### src/rtl/hazard_pkg.sv
// Shared types for the pipeline hazard controller.
// Holds the forwarding-select encoding and the multi-cycle stall FSM state encoding.
package hazard_pkg;

  typedef enum logic [1:0] {
    FWD_RF  = 2'b00,
    FWD_WB  = 2'b01,
    FWD_MEM = 2'b10
  } fwd_sel_e;

  typedef enum logic {
    IDLE = 1'b0,
    BUSY = 1'b1
  } mc_state_e;

endpackage

### src/rtl/hazard_ctrl_fwd_sel.sv
// Single-source forwarding comparator; purely combinational, no flow control.
// M stage beats W stage, and x0 is never forwarded.
module fwd_sel
  import hazard_pkg::*;
#(
  parameter int REG_AW = 5
) (
  input  logic              regwrite_m,
  input  logic              regwrite_w,
  input  logic [REG_AW-1:0] rd_m,
  input  logic [REG_AW-1:0] rd_w,
  input  logic [REG_AW-1:0] rs,
  output logic [1:0]        sel
);

  always_comb begin
    sel = FWD_RF;
    if (regwrite_m && (rd_m != '0) && (rd_m == rs)) begin
      sel = FWD_MEM;
    end else if (regwrite_w && (rd_w != '0) && (rd_w == rs)) begin
      sel = FWD_WB;
    end
  end

endmodule

### src/rtl/hazard_ctrl.sv
// Pipeline hazard control: forwarding selects, load-use stall, branch flush, mul/div stall with watchdog.
// All stall/flush/forward outputs are combinational from current inputs and state; counters update on clk.
module hazard_ctrl
  import hazard_pkg::*;
#(
  parameter int NUM_SRC    = 2,
  parameter int REG_AW     = 5,
  parameter int CNT_W      = 32,
  parameter int MC_TIMEOUT = 64
) (
  input  logic                      clk,
  input  logic                      rst,
  input  logic                      RegWriteM,
  input  logic                      RegWriteW,
  input  logic [REG_AW-1:0]         RD_M,
  input  logic [REG_AW-1:0]         RD_W,
  input  logic [NUM_SRC*REG_AW-1:0] RS_E,
  input  logic [REG_AW-1:0]         RS1_D,
  input  logic [REG_AW-1:0]         RS2_D,
  input  logic [REG_AW-1:0]         RD_E,
  input  logic                      LoadE,
  input  logic                      PCSrcE,
  input  logic                      mc_start_E,
  input  logic                      mc_done,
  output logic [NUM_SRC*2-1:0]      ForwardE,
  output logic                      StallF,
  output logic                      StallD,
  output logic                      StallE,
  output logic                      FlushD,
  output logic                      FlushE,
  output logic                      FlushM,
  output logic                      mc_timeout_err,
  output logic [CNT_W-1:0]          stall_cnt,
  output logic [CNT_W-1:0]          flush_cnt
);

  localparam int WD_W = $clog2(MC_TIMEOUT + 1);

  mc_state_e           state_q, state_nxt;
  logic [WD_W-1:0]     wd_cnt;
  logic [NUM_SRC*2-1:0] fwd_raw;
  logic                lw_stall;
  logic                stall_f, stall_d, stall_e;
  logic                flush_d, flush_e, flush_m;
  logic                timeout_hit;

  for (genvar i = 0; i < NUM_SRC; i++) begin : g_fwd
    fwd_sel #(.REG_AW(REG_AW)) u_fwd_sel (
      .regwrite_m (RegWriteM),
      .regwrite_w (RegWriteW),
      .rd_m       (RD_M),
      .rd_w       (RD_W),
      .rs         (RS_E[i*REG_AW +: REG_AW]),
      .sel        (fwd_raw[i*2 +: 2])
    );
  end

  assign lw_stall = LoadE && (RD_E != '0) && ((RD_E == RS1_D) || (RD_E == RS2_D)) && !PCSrcE;

  always_ff @(posedge clk or negedge rst) begin
    if (!rst) begin
      state_q <= IDLE;
    end else begin
      state_q <= state_nxt;
    end
  end

  // The start cycle already counts as cycle 1, so it stalls before the state reaches BUSY.
  always_comb begin
    state_nxt   = state_q;
    stall_f     = 1'b0;
    stall_d     = 1'b0;
    stall_e     = 1'b0;
    flush_d     = 1'b0;
    flush_e     = 1'b0;
    flush_m     = 1'b0;
    timeout_hit = 1'b0;
    case (state_q)
      IDLE: begin
        if (mc_start_E && !mc_done) begin
          state_nxt = BUSY;
          stall_f   = 1'b1;
          stall_d   = 1'b1;
          stall_e   = 1'b1;
          flush_m   = 1'b1;
        end else begin
          stall_f = lw_stall;
          stall_d = lw_stall;
          flush_e = lw_stall || PCSrcE;
          flush_d = PCSrcE;
        end
      end
      BUSY: begin
        if (mc_done) begin
          state_nxt = IDLE;
        end else if (wd_cnt == WD_W'(MC_TIMEOUT)) begin
          state_nxt   = IDLE;
          timeout_hit = 1'b1;
        end else begin
          stall_f = 1'b1;
          stall_d = 1'b1;
          stall_e = 1'b1;
          flush_m = 1'b1;
        end
      end
      default: state_nxt = IDLE;
    endcase
  end

  always_ff @(posedge clk or negedge rst) begin
    if (!rst) begin
      wd_cnt         <= '0;
      mc_timeout_err <= 1'b0;
    end else begin
      if (state_q == IDLE && state_nxt == BUSY) begin
        wd_cnt <= WD_W'(2);
      end else if (state_q == BUSY && state_nxt == BUSY) begin
        wd_cnt <= wd_cnt + WD_W'(1);
      end else begin
        wd_cnt <= '0;
      end
      if (timeout_hit) begin
        mc_timeout_err <= 1'b1;
      end
    end
  end

  always_ff @(posedge clk or negedge rst) begin
    if (!rst) begin
      stall_cnt <= '0;
      flush_cnt <= '0;
    end else begin
      if (stall_f && (stall_cnt != '1)) begin
        stall_cnt <= stall_cnt + CNT_W'(1);
      end
      if (state_q == IDLE && PCSrcE && (flush_cnt != '1)) begin
        flush_cnt <= flush_cnt + CNT_W'(1);
      end
    end
  end

  assign ForwardE = rst ? fwd_raw : '0;
  assign StallF   = rst & stall_f;
  assign StallD   = rst & stall_d;
  assign StallE   = rst & stall_e;
  assign FlushD   = rst & flush_d;
  assign FlushE   = rst & flush_e;
  assign FlushM   = rst & flush_m;

endmodule

### config.mk
export PLATFORM = sky130hd
export DESIGN_NAME = hazard_ctrl
export DESIGN_NICKNAME = d
export VERILOG_FILES = /design/src/rtl/hazard_pkg.sv /design/src/rtl/hazard_ctrl_fwd_sel.sv /design/src/rtl/hazard_ctrl.sv
export SDC_FILE = /design/constraint.sdc
export NUM_CORES = 1
export LEC_CHECK = 0
export ABC_CLOCK_PERIOD_IN_PS = 6100
export CAP_MARGIN = 30
export CELL_PAD_IN_SITES_DETAIL_PLACEMENT = 1
export CELL_PAD_IN_SITES_GLOBAL_PLACEMENT = 2
export CORE_MARGIN = 2
export CORE_UTILIZATION = 32
export DETAILED_ROUTE_END_ITERATION = 12
export HOLD_SLACK_MARGIN = 0.15
export PLACE_DENSITY_LB_ADDON = 0.08
export SLEW_MARGIN = 0
export SYNTH_ARGS = -nofsm -noshare
export SYNTH_HDL_FRONTEND = slang
export SYNTH_SLANG_ARGS = --single-unit
### constraint.sdc
create_clock -name clk -period 6.1 [get_ports clk]
set_input_delay 1.83 -clock clk [delete_from_list [all_inputs] [get_ports clk]]
set_output_delay 1.83 -clock clk [all_outputs]
set_load 0.1 [all_outputs]
# ---- After elaboration in Yosys (flattened, before gate mapping)
# Index checks and enable logic that the tools add are counted.
dict set report op_classes {
  addsub 3
  n_eq_ne 9
  mux 20
  n_bitwise 5
  reduce_logical 22
}
# operator count
set ops {}
lappend ops {{32-bit by 1-bit adder with 32-bit output, second input constant} 2}
lappend ops {{32-bit != test, second input constant} 2}
lappend ops {{5-bit equality test} 6}
lappend ops {{1-bit logical AND} 15}
lappend ops {{5-bit nonzero test} 3}
lappend ops {{7-bit 2-to-1 mux} 2}
lappend ops {{1-bit 2-to-1 mux} 13}
lappend ops {{7-bit by 1-bit adder with 7-bit output, second input constant} 1}
lappend ops {{7-bit equality test, second input constant} 1}
lappend ops {{1-bit bitwise AND} 4}
lappend ops {{2-bit 2-to-1 mux} 2}
lappend ops {{4-bit 2-to-1 mux} 1}
lappend ops {{1-bit one-hot mux with 2 select lines} 2}
lappend ops {{1-bit logical NOT} 2}
lappend ops {{1-bit logical OR} 2}
lappend ops {{1-bit inverter} 1}
dict set report word_totals {
  ff_bits 73
  inputBits 43
  output_inout_bits 75
  wordCells 64
}

# ---- Depth between registers and ports, before layout
dict set report logic_depth {
  depth_word 8
  mapped_depth 8
  ltp_nobuf 7
}

# ---- Modules after synthesis
# Synthesis repeated with hierarchy kept, for this count alone.
dict set report hier_totals {
  hier_cells 388
  area_unflattened_um2 3938.8
}
# module instances cells_each area_each_um2 seq_area_each_um2
set modules_own_cells {}
lappend modules_own_cells {hazard_ctrl 1 348 3636.0 1826.8}
lappend modules_own_cells {fwd_sel 2 20 151.4 0.0}

# ---- Worst setup path after synthesis
# Ideal clock, no wire load.
dict set report synth_timing {
  path_kind {input-to-output}
  start {input port RD_M[0]}
  end {output port ForwardE[0]}
  arrival_time_ns 5.572
  required_time_ns 4.270
  setup_slack_ns -1.302
  cell_stages 4
  path_buffers 0
  cell_sequence {or4_1 o21ai_0 nor4_1 nor4_1}
}
dict set report synth_between {
  elab_chain_cells 5
  elab_cells_between_ends 6
  cone_classes {1 x eq/ne; 2 x mux; 3 x reduce/logical}
}
# element line_no
set synth_rtl {}
lappend synth_rtl {{start: declaration} hazard_ctrl.sv:15} ;# input logic [REG_AW-1:0] RD_M,
lappend synth_rtl {{5-bit nonzero test} hazard_ctrl_fwd_sel.sv:18} ;# if (regwrite_m && (rd_m != '0) && (rd_m == rs)) begin
lappend synth_rtl {{1-bit logical AND} hazard_ctrl_fwd_sel.sv:18}
lappend synth_rtl {{1-bit logical AND (*)} hazard_ctrl_fwd_sel.sv:18}
lappend synth_rtl {{2-bit 2-to-1 mux (*)} hazard_ctrl_fwd_sel.sv:18}
lappend synth_rtl {{4-bit 2-to-1 mux (*)} hazard_ctrl.sv:142} ;# assign ForwardE = rst ? fwd_raw : '0;
lappend synth_rtl {{end: declaration} hazard_ctrl.sv:25} ;# output logic [NUM_SRC*2-1:0] ForwardE,
# Every way passes the cells marked *; elsewhere a longest branch is shown, timed or not.

# ---- Final worst setup path
dict set report layout_timing {
  start {input port RD_M[0]}
  end {output port ForwardE[2]}
}
# Same word-level chain as after synthesis.

==> run_results.csv <==
group,metric,value,unit
outcome,outcome,"finished, final reports clean",
clock_tree,cts.path.max_buffers,2,
global_routing,grt_antenna_before_repair,0,
global_routing,grt-ovfl-total,0,
detailed_routing,wirelength,11.2,mm
detailed_routing,wl_per_cell,16.1,um
synth,synth.top_cell.area_share,44.5,%
placed_design,gp_congestion,0.813,
power_and_ir_drop,p_sw,0.697,mW
synth,ys_warn_count,0,
critical_path,timing.rr.start,"wd_cnt[3]",
power_and_ir_drop,internal_power,1.10,mW
clock_tree,h-tree-depth,3,
clock_tree,cts_buffers,9,
synth,synth_largest_area_cell,"dfrtp_1",
global_routing,grt_pass1_vias,3556,
sta,fmax,179,MHz
placed_design,placedInstanceArea,5540,sq um
job,cap_violations,0,
detailed_routing,ant_nets,0,
die,dieArea,13700,sq um
synth,ys_seq_elements,73,
detailed_routing,route.vias.total,3387,
die,fp.dieH,117,um
critical_path,r2r_cells,7,
sta,drv_slew,0,
power_and_ir_drop,vdd_drop_max,0.319,mV
min_path,worst_hold_path_type,"reg -> reg",
synth,synth_top_family_by_area,"simple AND/OR/NAND/NOR gates",
clock_tree,postCtsSetupRepairBufs,0,
critical_path,end_kind,"output pin",
detailed_routing,first_pass_iters,4,
synth,ys_top_cells_by_area,"dfrtp_1 45%, xnor2_1 15%, xor2_1 5.8%",
synth,ys_types,48,
synth,synth_edf_count,0,
clock_tree,path_clk_slew,0.06,ns
global_routing,grt_first_pass_wirelength,18.1,mm
power_and_ir_drop,switching_share,38.7,%
clock_tree,cts.sinks,73,
synth,synthCells,396,
synth,synthTopCellsByCount,"73 x dfrtp_1, 69 x xnor2_1, 40 x nand3_1, 28 x nand2_1, 28 x nor2_1",
global_routing,grt_max_degree,52,
critical_path,worstSetupPathType,"in -> out",
layout,finalNonFillerCells,694,
synth,synth_nets,443,
power_and_ir_drop,p_clk_share,34.2,%
sta,clock-skew-final,0.00581,ns
detailed_routing,drc_errors,0,
die,die_x,117,um
synth,ys.flop_type,"dfrtp_1",
synth,yosys.area_share.simple,27.1,%
die,floorplan.initialDensity,32.6,%
synth,yosys.area_share.adder,1.22,%
placed_design,hpwlAfterDp,8.25,mm
critical_path,path_max_fanout,3,
sta,min_period,5.59,ns
detailed_routing,drt_iter0_drc,86,
sta,fin_crit_sh,91.6,%
synth,ys_seq_area_share,44.5,%
synth,synth.cell_area,4100,sq um
sta,rsz0062_at_grt,"false",
critical_path,rrSetupSlack,3.73,ns
placed_design,io_buffers,117,
synth,synth-async-reset-ratio,100,%
sta,tns,0,ns
min_path,min_from,"mc_timeout_err",
detailed_routing,via_per_inst,4.88,
layout,area_growth,43.5,%
clock_tree,clk-insertion-delay-late,0.34,ns
layout,nFillCells,1420,
sta,hold_violations,0,
critical_path,crit_arrival,3.76,ns
synth,synth_xor_area_share,20.5,%
min_path,min_delay_worst_endpoint,"mc_timeout_err",
layout,antennaDiodeCount,0,
layout,layout-drive-gt1-share,10.5,%
die,core_area,12600,sq um
sta,worst_pin_slew,1.02,ns
synth,yosysMostFrequentCell,"dfrtp_1",
sta,slew_headroom,31.5,%
clock_tree,cts_tree,"yes",
die,core.rowCount,41,
clock_tree,cts_resized,0,
global_routing,globalRouteTotalUtil,17.1,%
critical_path,startpoint_type,"primary input",
layout,design_area,5890,sq um
clock_tree,cts_hold_buffers,0,
placed_design,placed_cells,678,
sta,finalSetupViolCount,0,
synth,muxShareOfSynthArea,0.915,%
min_path,hold_depth,1,
clock_tree,root_buffer,"clkbuf_16",
power_and_ir_drop,p_comb_share,33.0,%
synth,syn_avg_cell_area,10.4,sq um
power_and_ir_drop,pwr-share-seq,32.8,%
power_and_ir_drop,power,1.80,mW
critical_path,cp.required,4.27,ns
power_and_ir_drop,cellPowerDensity,306,nW/um^2
layout,fin_nets,564,
power_and_ir_drop,p_leak,2.37,nW
synth,synth_compound_area_share,3.42,%
die,boundaryPins,118,
critical_path,timing.rr.end,"stall_cnt[28]",
==> power by group through the flow <==
stage,Sequential (mW),Combinational [mW],Clock (mW)
2_1_floorplan,0.882,0.127,0
3_3_place_gp,0.598,0.592,0
3_5_place_dp,0.598,0.597,0
4_1_cts,0.591,0.600,0.636
5_1_grt,0.599,0.618,0.653
6_report,0.590,0.594,0.615
==> final cells by class <==
type	count	area [sq um]	share of cell area (%)
clock buffer	11	243	4.12
clock inverter	5	103	1.74
inverter	5	18.8	0.319
multi-input combinational	308	2210	37.6
sequential	73	1830	31.0
tap	172	215	3.66
timing repair buffer	120	1270	21.5
==> layer usage <==
layer,up-vias,wire [um],GRT usage [%]
met2,78,5520,28.0
met5,-,0,0
met3,7,596,5.92
li1,1627,-,-
met1,1675,5000,21.8
met4,0,68,3.76
==> sequential cells by signal (all words and copies together), names as in the netlist <==
name            flops
flush_cnt          32
wd_cnt              7
mc_timeout_err      1
stall_cnt          32
state_q             1
==> worst max path at each step <==
stage	endpoint	slack, ns	cells after the start	startpoint
6_report	ForwardE[2]	0.51	6	RD_M[0]
5_1_grt	ForwardE[2]	0.41	6	RD_M[0]
3_3_place_gp	StallF	0.53	7	RD_E[1]
4_1_cts	ForwardE[2]	0.49	6	RD_M[0]
3_5_place_dp	ForwardE[2]	0.51	6	RD_M[0]
2_1_floorplan	StallF	0.41	7	RD_E[4]
==> per-stage QoR <==
step	utilization, %	hold WS (ns)	setup WS (ns)
global placement	44.1	0.458	0.531
floorplan	-	0.447	0.408
global route	46.8	0.498	0.412
CTS	46.8	0.478	0.494
finish	46.8	0.472	0.511
detailed placement	44.1	0.463	0.509
==> worst max-delay path: stages <==
cell             delay (ns)
clkdlybuf4s50_1        0.47
or4_1                  0.53
o21ai_0                0.23
nor4_1                 0.15
nor4_4                 0.34
buf_12                 0.21
==> cell families after synthesis <==
| family | Yosys count |
|---|---|
| AOI/OAI and AO/OA | 14 |
| buffers and inverters | 15 |
| DFF | 73 |
| adders and majority gates | 4 |
| and+or+nand+nor | 191 |
| muxes | 3 |
| xor gates and xnor gates | 96 |
==> cells in the final DEF (no fill, tap or decap), types with 3 or more instances in the layout <==
cell type / instances
and2_1: 5
and3_1: 18
and4_1: 6
buf_12: 8
buf_4: 6
bufinv_16: 3
clkbuf_16: 9
clkdlybuf4s50_1: 106
dfrtp_1: 73
ha_1: 4
inv_1: 5
nand2_1: 28
nand3_1: 40
nand4_1: 22
nor2_1: 28
nor3_1: 8
nor4_1: 4
nor4_4: 3
or4_1: 6
xnor2_1: 69
xor2_1: 27
Power figures use the tool's default switching activity.
